===== src/rtl/mod_down_counter.sv =====
// Modulo-N down counter / countdown timer.
// IDLE/RUN/PAUSED control with auto-reload or one-shot expiry.
module mod_down_counter #(
  parameter int WIDTH       = 2,
  parameter int MODULUS     = 4,
  parameter bit AUTO_RELOAD = 1'b1
) (
  input  logic             clk,
  input  logic             rst,
  input  logic             start,
  input  logic             pause,
  output logic [WIDTH-1:0] count,
  output logic             running,
  output logic             wrap,
  output logic             done
);

  if (MODULUS < 2 || MODULUS > 2**WIDTH) begin : g_bad_modulus
    $error("MODULUS must lie in 2..2**WIDTH");
  end

  localparam logic [WIDTH-1:0] TOP = WIDTH'(MODULUS - 1);

  typedef enum logic [1:0] {
    IDLE,
    RUN,
    PAUSED
  } state_t;

  state_t           state_q, state_d;
  logic [WIDTH-1:0] count_q, count_d;
  logic             running_q, running_d;
  logic             wrap_q, wrap_d;
  logic             done_q, done_d;

  always_comb begin
    state_d = state_q;
    count_d = count_q;
    wrap_d  = 1'b0;
    done_d  = 1'b0;
    if (start) begin
      state_d = RUN;
      count_d = TOP;
    end else begin
      case (state_q)
        IDLE: ;
        RUN: begin
          if (pause) begin
            state_d = PAUSED;
          end else if (count_q != '0) begin
            count_d = count_q - WIDTH'(1);
          end else if (AUTO_RELOAD) begin
            count_d = TOP;
            wrap_d  = 1'b1;
          end else begin
            state_d = IDLE;
            done_d  = 1'b1;
          end
        end
        PAUSED: begin
          // resume costs one edge with no decrement
          if (!pause) state_d = RUN;
        end
        default: state_d = IDLE;
      endcase
    end
    running_d = (state_d == RUN);
  end

  always_ff @(posedge clk or negedge rst) begin
    if (!rst) begin
      state_q   <= IDLE;
      count_q   <= '0;
      running_q <= 1'b0;
      wrap_q    <= 1'b0;
      done_q    <= 1'b0;
    end else begin
      state_q   <= state_d;
      count_q   <= count_d;
      running_q <= running_d;
      wrap_q    <= wrap_d;
      done_q    <= done_d;
    end
  end

  assign count   = count_q;
  assign running = running_q;
  assign wrap    = wrap_q;
  assign done    = done_q;

endmodule


===== config.mk =====
export PLATFORM = sky130hd
export DESIGN_NAME = mod_down_counter
export DESIGN_NICKNAME = d
export VERILOG_FILES = /design/src/rtl/mod_down_counter.sv
export SDC_FILE = /design/constraint.sdc
export NUM_CORES = 1
export LEC_CHECK = 0
export BUFFER_PORTS_ARGS = -buffer_cell sky130_fd_sc_hd__buf_2
export CORE_AREA = 2 2 39 41
export CTS_BUF_LIST = sky130_fd_sc_hd__clkbuf_4
export DETAILED_ROUTE_END_ITERATION = 8
export DIE_AREA = 0 0 41 43
export PLACE_DENSITY = 0.51
export SLEW_MARGIN = 40
export SYNTH_ARGS = -nofsm -noshare
export SYNTH_HDL_FRONTEND = slang
export SYNTH_SLANG_ARGS = --single-unit
export TNS_END_PERCENT = 10

===== constraint.sdc =====
create_clock -name clk -period 1.4 [get_ports clk]
set_clock_uncertainty 0.2 [all_clocks]
set_input_delay 0.28 -clock clk [delete_from_list [all_inputs] [get_ports clk]]
set_output_delay 0.28 -clock clk [all_outputs]
set_load 0.01 [all_outputs]

* Word level (Yosys, flattened, before mapping)
Cells that the tools add are included.
Operators by class: add/sub/neg operators 1, eq/ne operators 4, muxes and demuxes 12, reduce and logical (&&, ||, !) cells 4
Operator list (count):
- two-way mux 2 bit | 7
- one-hot mux 2 bit (3 select lines) | 1
- equality test 2 x 1 -> 1 bit, second input constant | 2
- two-way mux 1 bit | 4
- nonzero test 2 bit | 2
- equality test 2 bit, second input constant | 1
- zero test 2 bit | 1
- != test 2 bit, second input constant | 1
- AND reduction 2 bit | 1
- subtractor 2 x 1 -> 2 bit, second input constant | 1
Word-level totals: register bits after elaboration 6, input port bits 4, output and inout bits 5

* Longest topological paths before layout
Gate-level depths: netlist of the first run.
depth after elaboration 5, mapped depth 4, mapped depth without buffers 4

* Worst setup path after synthesis of the first run
OpenSTA, ideal clock, no wires.
path kind flip-flop to flip-flop, from register state_q[1], to register count_q[1] (netlist: count[1]), setup time 0.124 ns, arrival time 1.047 ns, data required time 1.076 ns, slack 0.029 ns, stages on the path, launching flop included 3, path buffers 0, period minus slack after synthesis 1.371 ns, path through dfrtp_1 -> or3b_4 -> a211o_1
Between the ends: word-level cells in the longest chain between the ends 3
Ends and longest elaborated chain:
- from (decl) | RTL line 30 | state_t state_q, state_d;
- from (signal assigned) | RTL line 78 | state_q <= state_d;
- equality test 2 x 1 -> 1 bit | RTL line 45 | case (state_q)
- nonzero test 2 bit (no line)
- AND reduction 2 bit (no line)
- to (signal assigned) | RTL line 79 | count_q <= count_d;
- to (decl) | RTL line 31 | logic [WIDTH-1:0] count_q, count_d;
Every way passes these cells. A chain may end at the register's enable or synchronous reset.

* Worst setup path after layout of the first run
from register count_q[0] (netlist: count[0]), to output port count[0]
RTL lines:
- to (decl) | RTL line 12 | output logic [WIDTH-1:0] count,
No word-level cell between the ends.

==> results of run 1 <==
==> per-stage QoR <==
step	setup slack, ps	setup TNS [ps]	cells
after floorplan	29.5	0	22
after global placement	-6.64	-6.64	48
after detailed placement	-24.0	-24.0	48
after CTS	3.39	0	52
after global routing	5.35	0	52
final	45.8	0	52
==> critical path: stages, from the launching register on <==
cell and delay, ps:
dfrtp_1 370, buf_4 140, buf_2 130
==> placed cells by master, fill, tap and decap left out <==
master	Yosys	final
conb_1	1	1
xnor2_1	1	1
nor2_1	1	1
nor2b_1	1	1
dlygate4sd3_1	0	1
buf_2	0	7
ha_1	1	1
or3b_4	1	1
nor4b_2	0	1
nor3b_1	2	2
o21bai_1	2	2
a211o_1	1	1
dfrtp_1	6	6
clkbuf_4	0	3
buf_4	1	4
mux2i_1	1	1
inv_1	2	2
==> power by group through the flow <==
stage	sequential [W]	clock, W	combinational [W]
final	0.000195	0.000153	0.0000835
after global routing	0.000196	0.000172	0.0000932
after CTS	0.000195	0.000162	0.0000818
after detailed placement	0.000198	0	0.0000792
after global placement	0.000197	0	0.0000769
after floorplan	0.000203	0	0.0000355
==> area by class of cell <==
class                      instances  area (um2)  share of cell area, %
timing repair buffer              12        75.1                   19.5
tap                               16        20.0                   5.19
inverter                           2        7.51                   1.95
clock buffer                       3        22.5                   5.84
sequential                         6         150                   39.0
multi-input combinational         13         110                   28.6
==> cells by family after synthesis <==
family	after synthesis	share of synthesized area [%]
AOI/OAI and AO/OA	3	8.84
xor gates and xnor gates	1	3.26
adders and majority gates	1	4.65
buffers and inverters	3	5.58
DFF	6	55.8
muxes	1	3.72
other	1	1.39
and+or+nand+nor	6	16.7
==> registers in the layout, summed over array words and instances (netlist names) <==
register and cells:
count 2, running 1, state_q 2, wrap 1
==> synthesized netlist by cell type <==
| cell type | n | share of area, % |
|---|---|---|
| a211o_1 | 1 | 3.3 |
| nor2b_1 | 1 | 2.3 |
| nor3b_1 | 2 | 5.6 |
| o21bai_1 | 2 | 5.6 |
| inv_1 | 2 | 2.8 |
| conb_1 | 1 | 1.4 |
| or3b_4 | 1 | 4.2 |
| nor2_1 | 1 | 1.4 |
| mux2i_1 | 1 | 3.7 |
| ha_1 | 1 | 4.7 |
| buf_4 | 1 | 2.8 |
| nor4b_1 | 1 | 3.3 |
| dfrtp_1 | 6 | 56 |
| xnor2_1 | 1 | 3.3 |
==> routing by layer <==
layer	part of all wire (%)	vias to the layer above	track usage, %
met5	0	-	0
met4	3.9	0	12.0
met3	3.9	2	3.14
met2	61	5	11.3
met1	31	95	4.92
li1	-	100	-
==> final timing paths <==
kind	from	to	slack (ps)	cells past startpoint
max reg2reg	state_q[0]	count[1]	50	2
min reg2reg	count[1]	count[1]	330	1
max	count[0]	count[0]	50	2
min in group asynchronous	rst	running	200	2
max in group asynchronous	rst	count[0]	660	2
min	start	wrap	90	2
==> timing repair <==
item	CTS	global route
endpoints found under the setup margin	0	1
hold buffers	1	0
endpoints found under the hold margin	6	0
buffers inserted	0	0
resized for setup	0	1
==> flow_metrics.env, run 1 <==
export IMPL_die_h_um=43
export IMPL_crit_path_end_kind="primary output"
export IMPL_power_density_nw_per_um2=1120
export IMPL_synth_ff_latch_count=6
export IMPL_power_frac_comb_pct=19.3
export IMPL_cp_max_fo=3
export IMPL_hold_slack_ps=85.7
export IMPL_initial_core_util_pct=19.4
export IMPL_gp_congestion=0.697
export IMPL_hold_class="primary input to register"
export IMPL_hold_viol_final=0
export IMPL_p_int_w=0.000330
export IMPL_num_fill_cells=148
export IMPL_grt_pass1_vias=212
export IMPL_clk_latency_ps=240
export IMPL_grt_ovfl_total=0
export IMPL_pin_count=9
export IMPL_tritoncts="yes"
export IMPL_status="completed"
export IMPL_vias_per_cell=3.88
export IMPL_period_share_pct=96.7
export IMPL_n_antenna_cell=0
export IMPL_max_freq_mhz=738
export IMPL_wirelength_um=482
export IMPL_grt_max_degree=8
export IMPL_cts_buffer_depth=2
export IMPL_power_frac_seq_pct=45.2
export IMPL_irDropWorstVdd_mv=0.227
export IMPL_syn_nets=27
export IMPL_setup_viol=0
export IMPL_clock_sinks=6
export IMPL_power_switching_w=0.000102
export IMPL_grt_usage_pct=7.58
export IMPL_syn_area_per_cell_um2=12.2
export IMPL_area_growth_pct=43.3
export IMPL_htreeDepth=1
export IMPL_ys_types=14
export IMPL_cts_root_buffer="clkbuf_4"
export IMPL_cts_made_buffers=3
export IMPL_synth_cell_area_um2=269
export IMPL_core_rowCount=14
export IMPL_numPortBuffers=7
export IMPL_cellLeakagePower_nw=0.194
export IMPL_drc_errors=0
export IMPL_critPathKind="register to primary output"
export IMPL_core_um2=1380
export IMPL_final_max_slew_viol_count=0
export IMPL_rsz0062_at_grt="false"
export IMPL_ys_warn_count=0
export IMPL_required_ps=920
export IMPL_synth_cells=22
export IMPL_ys_seq_area_share_pct=55.8
export IMPL_final_nets=43
export IMPL_wl_per_cell_um=9.27
export IMPL_power_total_w=0.000432
export IMPL_drive_gt1_share_pct=44.4
export IMPL_clk_pin_slew_ps=40
export IMPL_antenna_found_initial=0
export IMPL_route_vias_total=202
export IMPL_fin_util_pct=27.8
export IMPL_drt_first_pass_iters=1
export IMPL_die_w_um=41
export IMPL_drtIter0Drc=0
export IMPL_fin_crit_ps=1350
export IMPL_grt_first_pass_wirelength_um=772
export IMPL_fp_dieArea_um2=1760
export IMPL_drv_cap=0
export IMPL_final_area_um2=385
export IMPL_switching_share_pct=23.6
export IMPL_cp_arrival_ps=870
export IMPL_clock_power_share_pct=35.4
export IMPL_antenna_left=0
export IMPL_hpwl_um=401
export IMPL_placed_cell_area_um2=347
export IMPL_cp_start_kind="register"
Note: power is estimated with default switching activity, not from simulation.
==> run 2, diff against run 1 <==
==> constraint.sdc (replaced) <==
create_clock -name clk -period 1.4 [get_ports clk]
set_clock_uncertainty 0.2 [all_clocks]
set_input_delay 0.07 -clock clk [delete_from_list [all_inputs] [get_ports clk]]
set_output_delay 0.07 -clock clk [all_outputs]
set_load 0.01 [all_outputs]
==> run 2 against run 1 <==
The flow now finishes with violations (hold timing). Critical path depth stayed put. Flip-flop and latch count stayed put. Register-to-register slack better by 20 ps. Final area is 5.8% higher. Non-clock buffer count is 2 higher. Combinational power is 6.3% higher. Clock power is 5% higher. Die area stayed put. Fmax is 1.4% higher. Hold slack worse by 130 ps. Cell count is 3.8% higher. Routed wire length is 5.0% higher. Critical path type is now register to register.
==> flow_metrics.env, run 2 (same netlist as run 1, synthesis figures left out) <==
export IMPL_area_growth_pct=51.6
export IMPL_clk_pin_slew_ps=40
export IMPL_critPathKind="register to register"
export IMPL_max_freq_mhz=749
export IMPL_grt_pass1_vias=232
export IMPL_drv_cap=0
export IMPL_cp_max_fo=3
export IMPL_die_w_um=41
export IMPL_final_cell_mix="buf_2, dfrtp_1, dlygate4sd3_1"
export IMPL_die_h_um=43
export IMPL_route_vias_total=210
export IMPL_whs_path_depth=3
export IMPL_hpwl_um=374
export IMPL_reg2reg_depth=2
export IMPL_grt_met3_usage_pct=4.71
export IMPL_grt_ovfl_total=0
export IMPL_worst_path_max_delay_cell="or3b_4"
export IMPL_cts_buffer_depth=2
export IMPL_num_fill_cells=162
export IMPL_grt_max_degree=8
export IMPL_drtIter0Drc=1
export IMPL_r2r_setup_slack_ps=60
export IMPL_numPortBuffers=7
export IMPL_wl_per_cell_um=9.37
export IMPL_hold_slack_ps=-45.1
export IMPL_hold_class="primary input to register"
export IMPL_initial_core_util_pct=19.4
export IMPL_clk_latency_ps=240
export IMPL_clock_sinks=6
export IMPL_r2r_start="state_q[1]"
export IMPL_cp_arrival_ps=1260
export IMPL_vias_per_cell=3.89
export IMPL_pin_count=9
export IMPL_cp_start_kind="register"
export IMPL_final_max_slew_viol_count=0
export IMPL_gp_congestion=0.642
export IMPL_grt_busiest_layer="met4"
export IMPL_period_share_pct=95.4
export IMPL_htreeDepth=1
export IMPL_finalSetupTns_ps=0
export IMPL_instances_no_fill=54
export IMPL_rsz0062_at_grt="false"
export IMPL_crit_chain="or3b_4 -> a211o_1"
export IMPL_status="finished, violations left"
export IMPL_postCtsSetupBuffers=0
export IMPL_grt_first_pass_wirelength_um=828
export IMPL_antenna_found_initial=0
export IMPL_irDropWorstVdd_mv=0.268
export IMPL_required_ps=1330
export IMPL_n_antenna_cell=0
export IMPL_grt_util_met2_pct=11.6
export IMPL_core_rowCount=14
export IMPL_antenna_left=0
export IMPL_crit_path_end_kind="register"
export IMPL_dp_cells=47
export IMPL_fp_dieArea_um2=1760
export IMPL_cts_made_buffers=3
export IMPL_tritoncts="yes"
export IMPL_layout_commonest_cell="buf_2"
export IMPL_rr_endpoint="count[1]"
export IMPL_cellLeakagePower_nw=0.202
export IMPL_grt_usage_pct=8.18
export IMPL_drc_errors=0
export IMPL_fin_crit_ps=1340
export IMPL_cpPeakStageDelay_ps=390
export IMPL_drt_first_pass_iters=2
export IMPL_setup_viol=0
export IMPL_wirelength_um=506
export IMPL_hold_viol_final=2
export IMPL_cts_root_buffer="clkbuf_4"
export IMPL_drive_gt1_share_pct=39.5
export IMPL_hold_start="pause"
export IMPL_holdPathEnd="wrap"
export IMPL_final_nets=45
export IMPL_core_um2=1380
export IMPL_power_density_nw_per_um2=1090
export IMPL_violations="hold timing"
export IMPL_grt_use_met1_pct=5.57
==> run 2: cell types whose count changed in the layout (fill, tap and decap cells not counted) <==
| cell | delta |
|---|---|
| buf_4 | -1 |
| dlygate4sd3_1 | +3 |
==> run 2: where the power goes <==
group	total (W)	switching (W)	internal [W]
clock	0.000160	0.0000632	0.0000970
sequential	0.000194	0.00000641	0.000187
combinational	0.0000888	0.0000394	0.0000494
==> run 2: metrics by stage <==
stage / area (um2) / setup WS (ps) / total power, W / utilization (%) / hold slack, ps
after detailed placement: 339 / 14.3 / 0.000274 / 24.5 / -295
after global routing: 408 / 19.4 / 0.000471 / 29.5 / -37.8
final: 408 / 64.3 / 0.000443 / 29.5 / -45.1
after floorplan: 269 / 29.5 / 0.000239 / - / -426
after global placement: 339 / 47.8 / 0.000273 / 24.5 / -298
after CTS: 392 / 2.73 / 0.000446 / 28.3 / -142
==> run 2: layout make-up <==
type	instances	area [um2]	share of cell area [%]
Timing Repair Buffer	14	97.6	23.9
Multi-Input combinational cell	13	110	27.0
Clock buffer	3	22.5	5.52
Inverter	2	7.51	1.84
Sequential cell	6	150	36.8
Tap cell	16	20.0	4.91
==> run 2: worst max-delay path by stage <==
stage / start / end / slack, ps / cells after the start
floorplan: state_q[1] / count[1] / 30 / 2
global placement: state_q[1] / count[1] / 50 / 2
finish: state_q[1] / count[1] / 60 / 2
CTS: count[0] / count[1] / 3 / 4
detailed placement: count[1] / count[1] / 10 / 4
global route: count[0] / count[1] / 20 / 4
==> run 2: repair_timing <==
item | CTS | global route
hold buffers | 3 | 1
resized for setup | 0 | 1
endpoints found under the setup margin | 0 | 1
hold endpoints to repair | 12 | 3
==> run 2: metal layers <==
metal / part of all wire (%) / vias to the layer above
li1: - / 106
met1: 34 / 97
met4: 2.8 / 0
met2: 60 / 5
met5: 0 / -
met3: 3.4 / 2
==> run 2: critical path, delay by kind of cell, from the launching register on <==
kind | cells | cell delay [ps]
AOI/OAI and AO/OA | 1 | 270
DFF | 1 | 360
and+or+nand+nor | 1 | 390
